<file path="config.mk">
export PLATFORM = sky130hd
export DESIGN_NAME = ex_ls_queue
export DESIGN_NICKNAME = d
export VERILOG_FILES = /design/src/rtl/ex_ls_queue_pkg.sv /design/src/rtl/ex_ls_queue_fifo.sv /design/src/rtl/ex_ls_queue.sv
export SDC_FILE = /design/constraint.sdc
export NUM_CORES = 1
export LEC_CHECK = 0
export CAP_MARGIN = 15
export CORE_ASPECT_RATIO = 1.5
export CORE_UTILIZATION = 50
export DETAILED_ROUTE_END_ITERATION = 7
export PLACE_DENSITY = 0.82
export SLEW_MARGIN = 15
export SYNTH_ARGS = -nofsm -noshare
export SYNTH_HDL_FRONTEND = slang
export SYNTH_SLANG_ARGS = --single-unit
export TNS_END_PERCENT = 10
</file>
<file path="constraint.sdc">
create_clock -name clk -period 11.78 [get_ports clk]
set_input_delay 2.356 -clock clk [delete_from_list [all_inputs] [get_ports clk]]
set_output_delay 2.356 -clock clk [all_outputs]
set_load 0.1 [all_outputs]
</file>
<file path="src/rtl/ex_ls_queue_pkg.sv">
// ex_ls_queue_pkg: op codes, length/rw codes, free tag and width defaults shared by the LS queue
package ex_ls_queue_pkg;
  localparam int OP_W_DEF = 6;
  localparam int TAG_W_DEF = 4;
  localparam int TAG_FREE = 0;
  localparam int OP_LB = 1;
  localparam int OP_LH = 2;
  localparam int OP_LW = 3;
  localparam int OP_LBU = 4;
  localparam int OP_LHU = 5;
  localparam int OP_SB = 6;
  localparam int OP_SH = 7;
  localparam int OP_SW = 8;
  localparam logic [1:0] LEN_B = 2'b00;
  localparam logic [1:0] LEN_H = 2'b01;
  localparam logic [1:0] LEN_W = 2'b11;
  localparam logic [1:0] RW_NONE = 2'b00;
  localparam logic [1:0] RW_RD = 2'b01;
  localparam logic [1:0] RW_WR = 2'b10;
  typedef enum logic {S_IDLE, S_WAIT} state_t;
  function automatic logic is_load(input int op);
    return op == OP_LB || op == OP_LH || op == OP_LW || op == OP_LBU || op == OP_LHU;
  endfunction
  function automatic logic is_store(input int op);
    return op == OP_SB || op == OP_SH || op == OP_SW;
  endfunction
  function automatic logic [1:0] op_len(input int op);
    return (op == OP_LB || op == OP_LBU || op == OP_SB) ? LEN_B :
           (op == OP_LH || op == OP_LHU || op == OP_SH) ? LEN_H : LEN_W;
  endfunction
endpackage

</file>
<file path="src/rtl/ex_ls_queue_fifo.sv">
// ls_fifo: synchronous FIFO with push/pop/flush and occupancy; ports clk, rst_n, push, pop, flush, din -> dout, full, empty, count
module ls_fifo #(
  parameter int W = 8,
  parameter int DEPTH = 4
) (
  input  logic                     clk,
  input  logic                     rst_n,
  input  logic                     push,
  input  logic                     pop,
  input  logic                     flush,
  input  logic [W-1:0]             din,
  output logic [W-1:0]             dout,
  output logic                     full,
  output logic                     empty,
  output logic [$clog2(DEPTH):0]   count
);
  localparam int AW = $clog2(DEPTH);
  logic [W-1:0] mem_q [DEPTH];
  logic [AW-1:0] rd_q, rd_d, wr_q, wr_d;
  logic [AW:0] cnt_q, cnt_d;
  logic do_push, do_pop;
  assign full = cnt_q == (AW+1)'(DEPTH);
  assign empty = cnt_q == '0;
  assign count = cnt_q;
  assign dout = mem_q[rd_q];
  always_comb begin
    do_pop = pop & !empty;
    do_push = push & (!full | do_pop);
    rd_d = flush ? '0 : rd_q + AW'(do_pop);
    wr_d = flush ? '0 : wr_q + AW'(do_push);
    cnt_d = flush ? '0 : cnt_q + (AW+1)'(do_push) - (AW+1)'(do_pop);
  end
  always_ff @(posedge clk or negedge rst_n)
    if (!rst_n) begin
      rd_q <= '0;
      wr_q <= '0;
      cnt_q <= '0;
    end else begin
      rd_q <= rd_d;
      wr_q <= wr_d;
      cnt_q <= cnt_d;
    end
  always_ff @(posedge clk)
    if (do_push) mem_q[wr_q] <= din;
endmodule

</file>
<file path="src/rtl/ex_ls_queue.sv">
// ex_ls_queue: queued load/store unit issuing one memory transaction at a time; LS_ALIGN_CHECK_EN enables misalignment traps
//   in_*: micro-op push (valid/ready), flush: squash queue, rst_*: load result broadcast,
//   rw_flag/addr/write_data/len: memory request, read_data/mem_busy/mem_done: controller, count: occupancy
module ex_ls_queue import ex_ls_queue_pkg::*; #(
  parameter int DATA_W = 32,
  parameter int ADDR_W = 32,
  parameter int TAG_W = TAG_W_DEF,
  parameter int OP_W = OP_W_DEF,
  parameter int DEPTH = 4
) (
  input  logic                   clk,
  input  logic                   rst_n,
  input  logic                   in_valid,
  output logic                   in_ready,
  input  logic [DATA_W-1:0]      in_src1,
  input  logic [DATA_W-1:0]      in_src2,
  input  logic [DATA_W-1:0]      in_reg,
  input  logic [OP_W-1:0]        in_lsop,
  input  logic [TAG_W-1:0]       in_dest,
  input  logic                   flush,
  output logic                   rst_valid,
  output logic [DATA_W-1:0]      rst_data,
  output logic [TAG_W-1:0]       rst_tag,
  output logic                   rst_exc,
  output logic [1:0]             rw_flag,
  output logic [ADDR_W-1:0]      addr,
  output logic [DATA_W-1:0]      write_data,
  output logic [1:0]             len,
  input  logic [DATA_W-1:0]      read_data,
  input  logic                   mem_busy,
  input  logic                   mem_done,
  output logic [$clog2(DEPTH):0] count
);
  localparam int EW = ADDR_W + OP_W + DATA_W + TAG_W;
  state_t state_q, state_d;
  logic [1:0] rw_flag_q, rw_flag_d, len_q, len_d;
  logic [ADDR_W-1:0] addr_q, addr_d, h_addr;
  logic [DATA_W-1:0] wd_q, wd_d, rst_data_q, rst_data_d, h_reg, ext;
  logic [TAG_W-1:0] rst_tag_q, rst_tag_d, cur_tag_q, cur_tag_d, h_tag;
  logic [OP_W-1:0] cur_op_q, cur_op_d, h_op;
  logic rst_valid_q, rst_valid_d, rst_exc_q, rst_exc_d, kill_q, kill_d;
  logic [EW-1:0] head;
  logic full, empty, push, pop, h_ld, h_st, mis, go;
  int h_opi, c_opi;
  assign in_ready = !full;
  assign push = in_valid & !full & !flush;
  assign {h_addr, h_op, h_reg, h_tag} = head;
  ls_fifo #(.W(EW), .DEPTH(DEPTH)) u_fifo (
    .clk(clk), .rst_n(rst_n), .push(push), .pop(pop), .flush(flush),
    .din({in_src1[ADDR_W-1:0] + in_src2[ADDR_W-1:0], in_lsop, in_reg, in_dest}),
    .dout(head), .full(full), .empty(empty), .count(count)
  );
  always_comb begin
    h_opi = int'(h_op);
    c_opi = int'(cur_op_q);
    h_ld = is_load(h_opi);
    h_st = is_store(h_opi);
`ifdef LS_ALIGN_CHECK_EN
    mis = (h_ld | h_st) && ((op_len(h_opi) == LEN_H && h_addr[0]) || (op_len(h_opi) == LEN_W && h_addr[1:0] != 2'b00));
`else
    mis = 1'b0;
`endif
    ext = c_opi == OP_LB  ? {{(DATA_W-8){read_data[7]}}, read_data[7:0]} :
          c_opi == OP_LH  ? {{(DATA_W-16){read_data[15]}}, read_data[15:0]} :
          c_opi == OP_LBU ? {{(DATA_W-8){1'b0}}, read_data[7:0]} :
          c_opi == OP_LHU ? {{(DATA_W-16){1'b0}}, read_data[15:0]} : read_data;
    go = state_q == S_IDLE && !empty && !mem_busy && !flush;
    state_d = state_q;
    rw_flag_d = RW_NONE;
    addr_d = addr_q;
    len_d = len_q;
    wd_d = wd_q;
    rst_valid_d = 1'b0;
    rst_exc_d = 1'b0;
    rst_tag_d = TAG_W'(TAG_FREE);
    rst_data_d = rst_data_q;
    cur_op_d = cur_op_q;
    cur_tag_d = cur_tag_q;
    kill_d = kill_q;
    pop = 1'b0;
    if (go) begin
      if (!(h_ld | h_st) || mis) begin
        pop = 1'b1;
        rst_valid_d = mis;
        rst_exc_d = mis;
        rst_tag_d = mis ? h_tag : TAG_W'(TAG_FREE);
        rst_data_d = mis ? '0 : rst_data_q;
      end else begin
        state_d = S_WAIT;
        rw_flag_d = h_st ? RW_WR : RW_RD;
        addr_d = h_addr;
        len_d = op_len(h_opi);
        wd_d = h_st ? h_reg : '0;
        cur_op_d = h_op;
        cur_tag_d = h_tag;
        kill_d = 1'b0;
      end
    end else if (state_q == S_WAIT) begin
      if (mem_done) begin
        state_d = S_IDLE;
        addr_d = '0;
        len_d = '0;
        wd_d = '0;
        // a flush during the wait already removed this head from the queue
        pop = !kill_q;
        if (!kill_q && !flush && is_load(c_opi)) begin
          rst_valid_d = 1'b1;
          rst_tag_d = cur_tag_q;
          rst_data_d = ext;
        end
      end else
        kill_d = kill_q | flush;
    end
  end
  always_ff @(posedge clk or negedge rst_n)
    if (!rst_n) begin
      state_q <= S_IDLE;
      rw_flag_q <= RW_NONE;
      addr_q <= '0;
      len_q <= '0;
      wd_q <= '0;
      rst_valid_q <= 1'b0;
      rst_exc_q <= 1'b0;
      rst_tag_q <= TAG_W'(TAG_FREE);
      rst_data_q <= '0;
      cur_op_q <= '0;
      cur_tag_q <= '0;
      kill_q <= 1'b0;
    end else begin
      state_q <= state_d;
      rw_flag_q <= rw_flag_d;
      addr_q <= addr_d;
      len_q <= len_d;
      wd_q <= wd_d;
      rst_valid_q <= rst_valid_d;
      rst_exc_q <= rst_exc_d;
      rst_tag_q <= rst_tag_d;
      rst_data_q <= rst_data_d;
      cur_op_q <= cur_op_d;
      cur_tag_q <= cur_tag_d;
      kill_q <= kill_d;
    end
  assign rw_flag = rw_flag_q;
  assign addr = addr_q;
  assign len = len_q;
  assign write_data = wd_q;
  assign rst_valid = rst_valid_q;
  assign rst_exc = rst_exc_q;
  assign rst_tag = rst_tag_q;
  assign rst_data = rst_data_q;
endmodule

</file>
==> reports/results.ini, run 1 <==
[run_status]
status = complete, no violations

[sta]
final_max_slew_viol_count = 0
finalSetupViolations = 0
fin_crit_sh_pct = 46.5
slew_headroom_pct = 26.2
rsz0062_at_grt = no
tns_ps = 0
period_needed_ps = 5480
hold_viol = 0
skew_ps = 10.3
fmax_ghz = 0.183
worst_pin_slew_ps = 1100

[clocking]
cts-resized-gates = 0
cts_tree = yes
cts_sinks = 420
cts_hold_buf = 0
cts_setup_buffers = 0
clkLatencyLatePin_ps = 530
cts_inserted_buffers = 37
clk_pin_slew_ps = 60
cts_buffer_depth = 3
htreeDepth = 2
cts_root_buf = clkbuf_16

[setup_path]
endpoint_kind = flop
startpoint = in_src2[0]
arrival_ps = 5810
reg2regPathDepth = 14
cp_max_fo = 4
start_kind = primary input
crit_end = u_fifo.mem_q[2][72]
required_ps = 12110
slowest_delay_ps = 630
cp_cell_sequence = clkdlybuf4s50_1, ha_1, inv_1, fa_1, nand2b_1, a21o_1, a2111oi_0, nor2_1, o41ai_2, a221oi_1, xnor2_1
reg2reg_from = u_fifo.rd_q[0]
critPathKind = primary input to flop
r2r_slack_ps = 6900
r2r-end = u_fifo.count[2]
slowest_stage = a2111oi_0

[yosys]
muxShareOfSynthArea_pct = 9.94
synth-compound-area-share_pct = 8.16
synth_top_cell_area_share_pct = 51.4
avgSynthCellArea_um2 = 15.7
synth_most_common_cell = edfxtp_1
synthDominantAreaCellType = edfxtp_1
synth-xor-area-share_pct = 1.87
synth_common_cells = 296 x edfxtp_1, 143 x nand2_1, 124 x dfrtp_1
ys_seq_elements = 420
ys_warn_count = 0
synthAdderAreaFrac_pct = 2.76
synth_edf_count = 296
ys_seq_area_share_pct = 69.3
synth_top_family_by_area = multiplexers
syn_inst = 1101
async_flop_share_pct = 29.5
synth_cell_type_count = 62
synth-simple-area-share_pct = 5.95
synth_nets = 1282
syn_area_um2 = 17300
synth_ff_type = edfxtp_1
ys_top_cells_by_area = edfxtp_1 51%, dfrtp_1 18%, mux4_2 9.4%, nand2_1 3.1%, ha_1 2.5%

[detailed_routing]
routed_wl_um = 36000
drt_iter0_drc = 532
drc = 0
postRouteAntennaNets = 0
vias = 10100
dr.pass1.iters = 6
detail_route.wl_per_cell_um = 20.0
via_per_inst = 5.63

[cells_and_area]
nNetsFinal = 1527
final_cells = 1801
fillers = 2453
layout-drive-gt1-share_pct = 12.6
area_growth_syn_to_layout_pct = 23.4

[power]
p_leak_uw = 0.00771
ir_drop_v = 0.000147
power_density_nw_per_um2 = 211

[floorplanning]
dieArea_um2 = 35400
io_pins = 254
initial_core_util_pct = 50.6
rows = 83
die_x_um = 154
core_area_um2 = 34200
die_y_um = 230

[grt]
gr-usage-all-layers_pct = 21.1
grt_pass1_wl_um = 56700
grt_max_degree = 101
antenna_found_initial = 3
gr-total-overflow = 0
grt_pass1_vias = 10500

[placement]
io_buffer_count = 252
gp_congestion = 0.908
placed_cells = 1732
hpwl_um = 23300

[worst_hold_path]
hold_path_class = flop to flop

[flow_run]
drv.max_cap_violation_count = 0

stage by stage:
stage                     hold WS [ps]  power, uW  worst slack (ps)  area [um2]  util (%)
after global routing               497       4670              6090       21400      62.5
after floorplan                    444       3000              2960       17300         -
after detailed placement           462       3390              5880       20200      59.1
after global placement             456       3360              5930       20200      59.1
after CTS                          477       4540              6380       21400      62.5
final                              475       4500              6300       21400      62.5
registers in the layout, summed over array words and instances (netlist names):
signal and flops:
state_q 1, u_fifo.mem_q 296, len 2, addr 32
cur_op_q 6, u_fifo.rd_q 2, write_data 32, u_fifo.count 3
rst_data 32, kill_q 1, rw_flag 2, rst_tag 4
u_fifo.wr_q 2, cur_tag_q 4, rst_valid 1
power breakdown:
| group | internal, uW | leakage, uW | switching [uW] |
|---|---|---|---|
| sequential | 1760 | 0.00439 | 108 |
| combinational | 429 | 0.00276 | 1050 |
| clock | 635 | 0.000569 | 509 |
critical path, delay by kind of cell:
kind | cells | cell delay [ps]
simple gates | 2 | 450
compound gates | 4 | 1600
fa+ha+maj | 2 | 590
buf+inv | 2 | 540
xor+xnor | 1 | 270
cell usage in the layout, fill, tap and decap left out, drive strengths merged, types with 3 or more instances in the layout:
cell type        n
nand2          143
o41ai            3
o21bai           4
nor2b            3
buf             12
clkinv          20
ha              35
clkbuf          46
xor2            12
inv             15
and2             9
nand3            6
or2              3
a21boi           3
nand2b           6
edfxtp         296
xnor2           25
a21oi           66
a211oi           3
a21o             9
mux2             7
nor3            12
o21a             5
a22o            32
clkdlybuf4s50  251
dfrtp          124
a31oi            5
mux4            72
nand4            5
nor3b            3
o21ai           72
nand3b           3
nor2            37
cell type report:
class	count	area, um2	share of cell area (%)
timing repair buffer	263	2610	12.2
tap	425	532	2.49
inverter	15	61.3	0.287
sequential	420	12000	56.2
clock buffer	46	1010	4.74
clock inverter	22	135	0.633
multi-input combinational	609	5000	23.4
antenna	1	2.50	0.0117
layer usage:
metal / vias to the layer above / part of all wire (%) / track usage [%] / wire length [um]
met2: 303 / 55 / 39.8 / 19900
met1: 5074 / 38 / 24.0 / 13600
met4: 4 / 3.1 / 7.72 / 1120
met5: - / 0.075 / 0 / 27
li1: 4679 / - / - / -
met3: 71 / 3.9 / 2.88 / 1410
worst min path at each step:
stage                  end        start  cells past startpoint
6_report       rst_data[4]  rst_data[4]                      2
5_1_grt        rst_data[4]  rst_data[4]                      2
4_1_cts        rst_data[4]  rst_data[4]                      2
3_3_place_gp   rst_data[6]  rst_data[6]                      2
3_5_place_dp   rst_data[4]  rst_data[4]                      2
2_1_floorplan  cur_op_q[4]  cur_op_q[4]                      1
logic make-up (layout without fill, tap and decap cells):
kind of cell	after synthesis	after routing
buffers and inverters	72	346
XOR/XNOR	37	37
other	1	2
multiplexers	81	81
flip-flops	420	420
adder cells (fa/ha/maj)	37	37
AND/OR/NAND/NOR	236	236
AO/OA/AOI/OAI	217	217
Note: power is estimated with default switching activity, not from simulation.
==> run 2, diff against run 1 <==
Settings changed: CORE_UTILIZATION 50 to 49, PLACE_DENSITY 0.82 to 0.84.
Clock period 11.78 ns to 4.5 ns, I/O delays scaled along.
==> reports/results.ini, run 2 (synthesis gave the netlist of run 1 again) <==
[run_status]
status = complete, no violations

[detailed_routing]
met2_length_um = 21300
detail_route.wl_per_cell_um = 20.5
drt_iter0_drc = 565
routed.top_layer = met5
wirelength_met1_um = 13700
via_per_inst = 5.57
wl_met3_um = 1570
vias = 10400
routed_wl_um = 38100
postRouteAntennaNets = 0
drc = 0
dr.pass1.iters = 5

[placement]
gp_congestion = 0.932
post-place-ws_ps = 151
placed_cells = 1785
dpl_cell_area_um2 = 20400
io_buffer_count = 252
hpwl_um = 24800

[sta]
fmax_ghz = 0.256
hold_viol = 0
tns_ps = 0
slew_headroom_pct = 24.4
worst_pin_slew_ps = 1130
period_needed_ps = 3900
rsz0062_at_grt = no
finalSetupViolations = 0
fin_crit_sh_pct = 86.7
hold_slack_ps = 372
worst_slack_ps = 596
final_max_slew_viol_count = 0
skew_ps = 20.5

[setup_path]
cp_max_fo = 4
cp_cell_sequence = clkdlybuf4s50_1, ha_1, inv_1, fa_1, nand2b_1, a21o_1, a2111oi_0, nor2_1, o41ai_2, buf_4, a21oi_1, xnor2_1
startpoint = in_src1[0]
required_ps = 4830
slowest_delay_ps = 620
slowest_stage = a2111oi_0
critPathKind = primary input to flop
endpoint_kind = flop
arrival_ps = 4240
path_buf_inv = 3
crit_family = compound AO/OA/AOI/OAI gates
start_kind = primary input
reg2reg_from = u_fifo.rd_q[1]

[clocking]
clkLatencyLatePin_ps = 540
cts_inserted_buffers = 39
cts_tree = yes
cts_setup_buffers = 0
cts-resized-gates = 0
htreeDepth = 2
clk_pin_slew_ps = 60
cts_buffer_depth = 3
cts_hold_buf = 0
cts_root_buf = clkbuf_16
cts_sinks = 420

[grt]
grt_pass1_vias = 11000
gr-usage-all-layers_pct = 22.0
gr-total-overflow = 0
antenna_found_initial = 4
grt_max_degree = 71
grt_pass1_wl_um = 59900

[floorplanning]
core_area_um2 = 34500
rows = 83
io_pins = 254
die_y_um = 232
die_x_um = 155
dieArea_um2 = 36100
initial_core_util_pct = 50.2

[cells_and_area]
nNetsFinal = 1540
area_growth_syn_to_layout_pct = 25.3
fillers = 2502
final_area_um2 = 21700
multi_input_area_um2 = 5010
final_cells = 1860
top_register = u_fifo.mem_q
layout_common_cells = 296 x edfxtp_1, 251 x clkdlybuf4s50_1, 143 x nand2_1
largest_reg_flops = 296
layout_commonest_cell = edfxtp_1
layout-drive-gt1-share_pct = 13.7
seqCellArea_um2 = 12000

[power]
p_leak_uw = 0.00783
ir_drop_v = 0.000295
power_density_nw_per_um2 = 560

[flow_run]
drv.max_cap_violation_count = 0

[worst_hold_path]
hold_path_class = primary input to async pin

[run 2: cell count changes in the layout (fill, tap and decap cells not counted), sizes merged]
cell	before	now
buf	12	23
clkinv	20	13
clkbuf	46	51
clkinvlp	1	4
bufinv	1	3
diode	1	3
inv	15	16
[run 2: stage by stage]
step | total power [uW] | utilization (%)
2_1_floorplan | 7850 | -
3_3_place_gp | 8820 | 59.1
3_5_place_dp | 8910 | 59.1
4_1_cts | 12300 | 62.9
5_1_grt | 12600 | 62.9
6_report | 12100 | 62.9
[run 2: final cells by class]
class | instances | area share, %
sequential | 420 | 55.3
multi-input combinational | 609 | 23.1
timing repair buffer | 274 | 12.5
clock buffer | 51 | 5.08
tap | 467 | 2.69
clock inverter | 21 | 0.963
inverter | 15 | 0.283
antenna | 3 | 0.0346
[run 2: worst register-to-register path: cells and delay by family (launching register included)]
family	cells	cell delay [ps]
xor gates and xnor gates	3	480
buffers and inverters	2	100
DFF	1	810
muxes	1	500
and+or+nand+nor	4	700
adders and majority gates	3	770
[run 2: path summary, 6_finish.rpt]
check	end	slack, ps	cells after the start
min in group clk	rst_data[22]	480	2
max in group asynchronous	write_data[9]	3190	2
max reg2reg	u_fifo.count[2]	1040	13
max	u_fifo.mem_q[1][68]	600	12
min	addr[3]	370	1
min reg2reg	rst_data[22]	480	2
[run 2: metal layers]
metal,vias up,GRT usage (%)
met5,-,0
met4,4,10.1
met3,97,2.89
met2,320,41.4
met1,5215,24.3
li1,4718,-
[run 2: power breakdown]
part	switching [uW]	internal (uW)	total [uW]
Combinational	2810	1140	3950
Sequential	259	4620	4880
Clock	1400	1920	3320
Total	4470	7680	12100
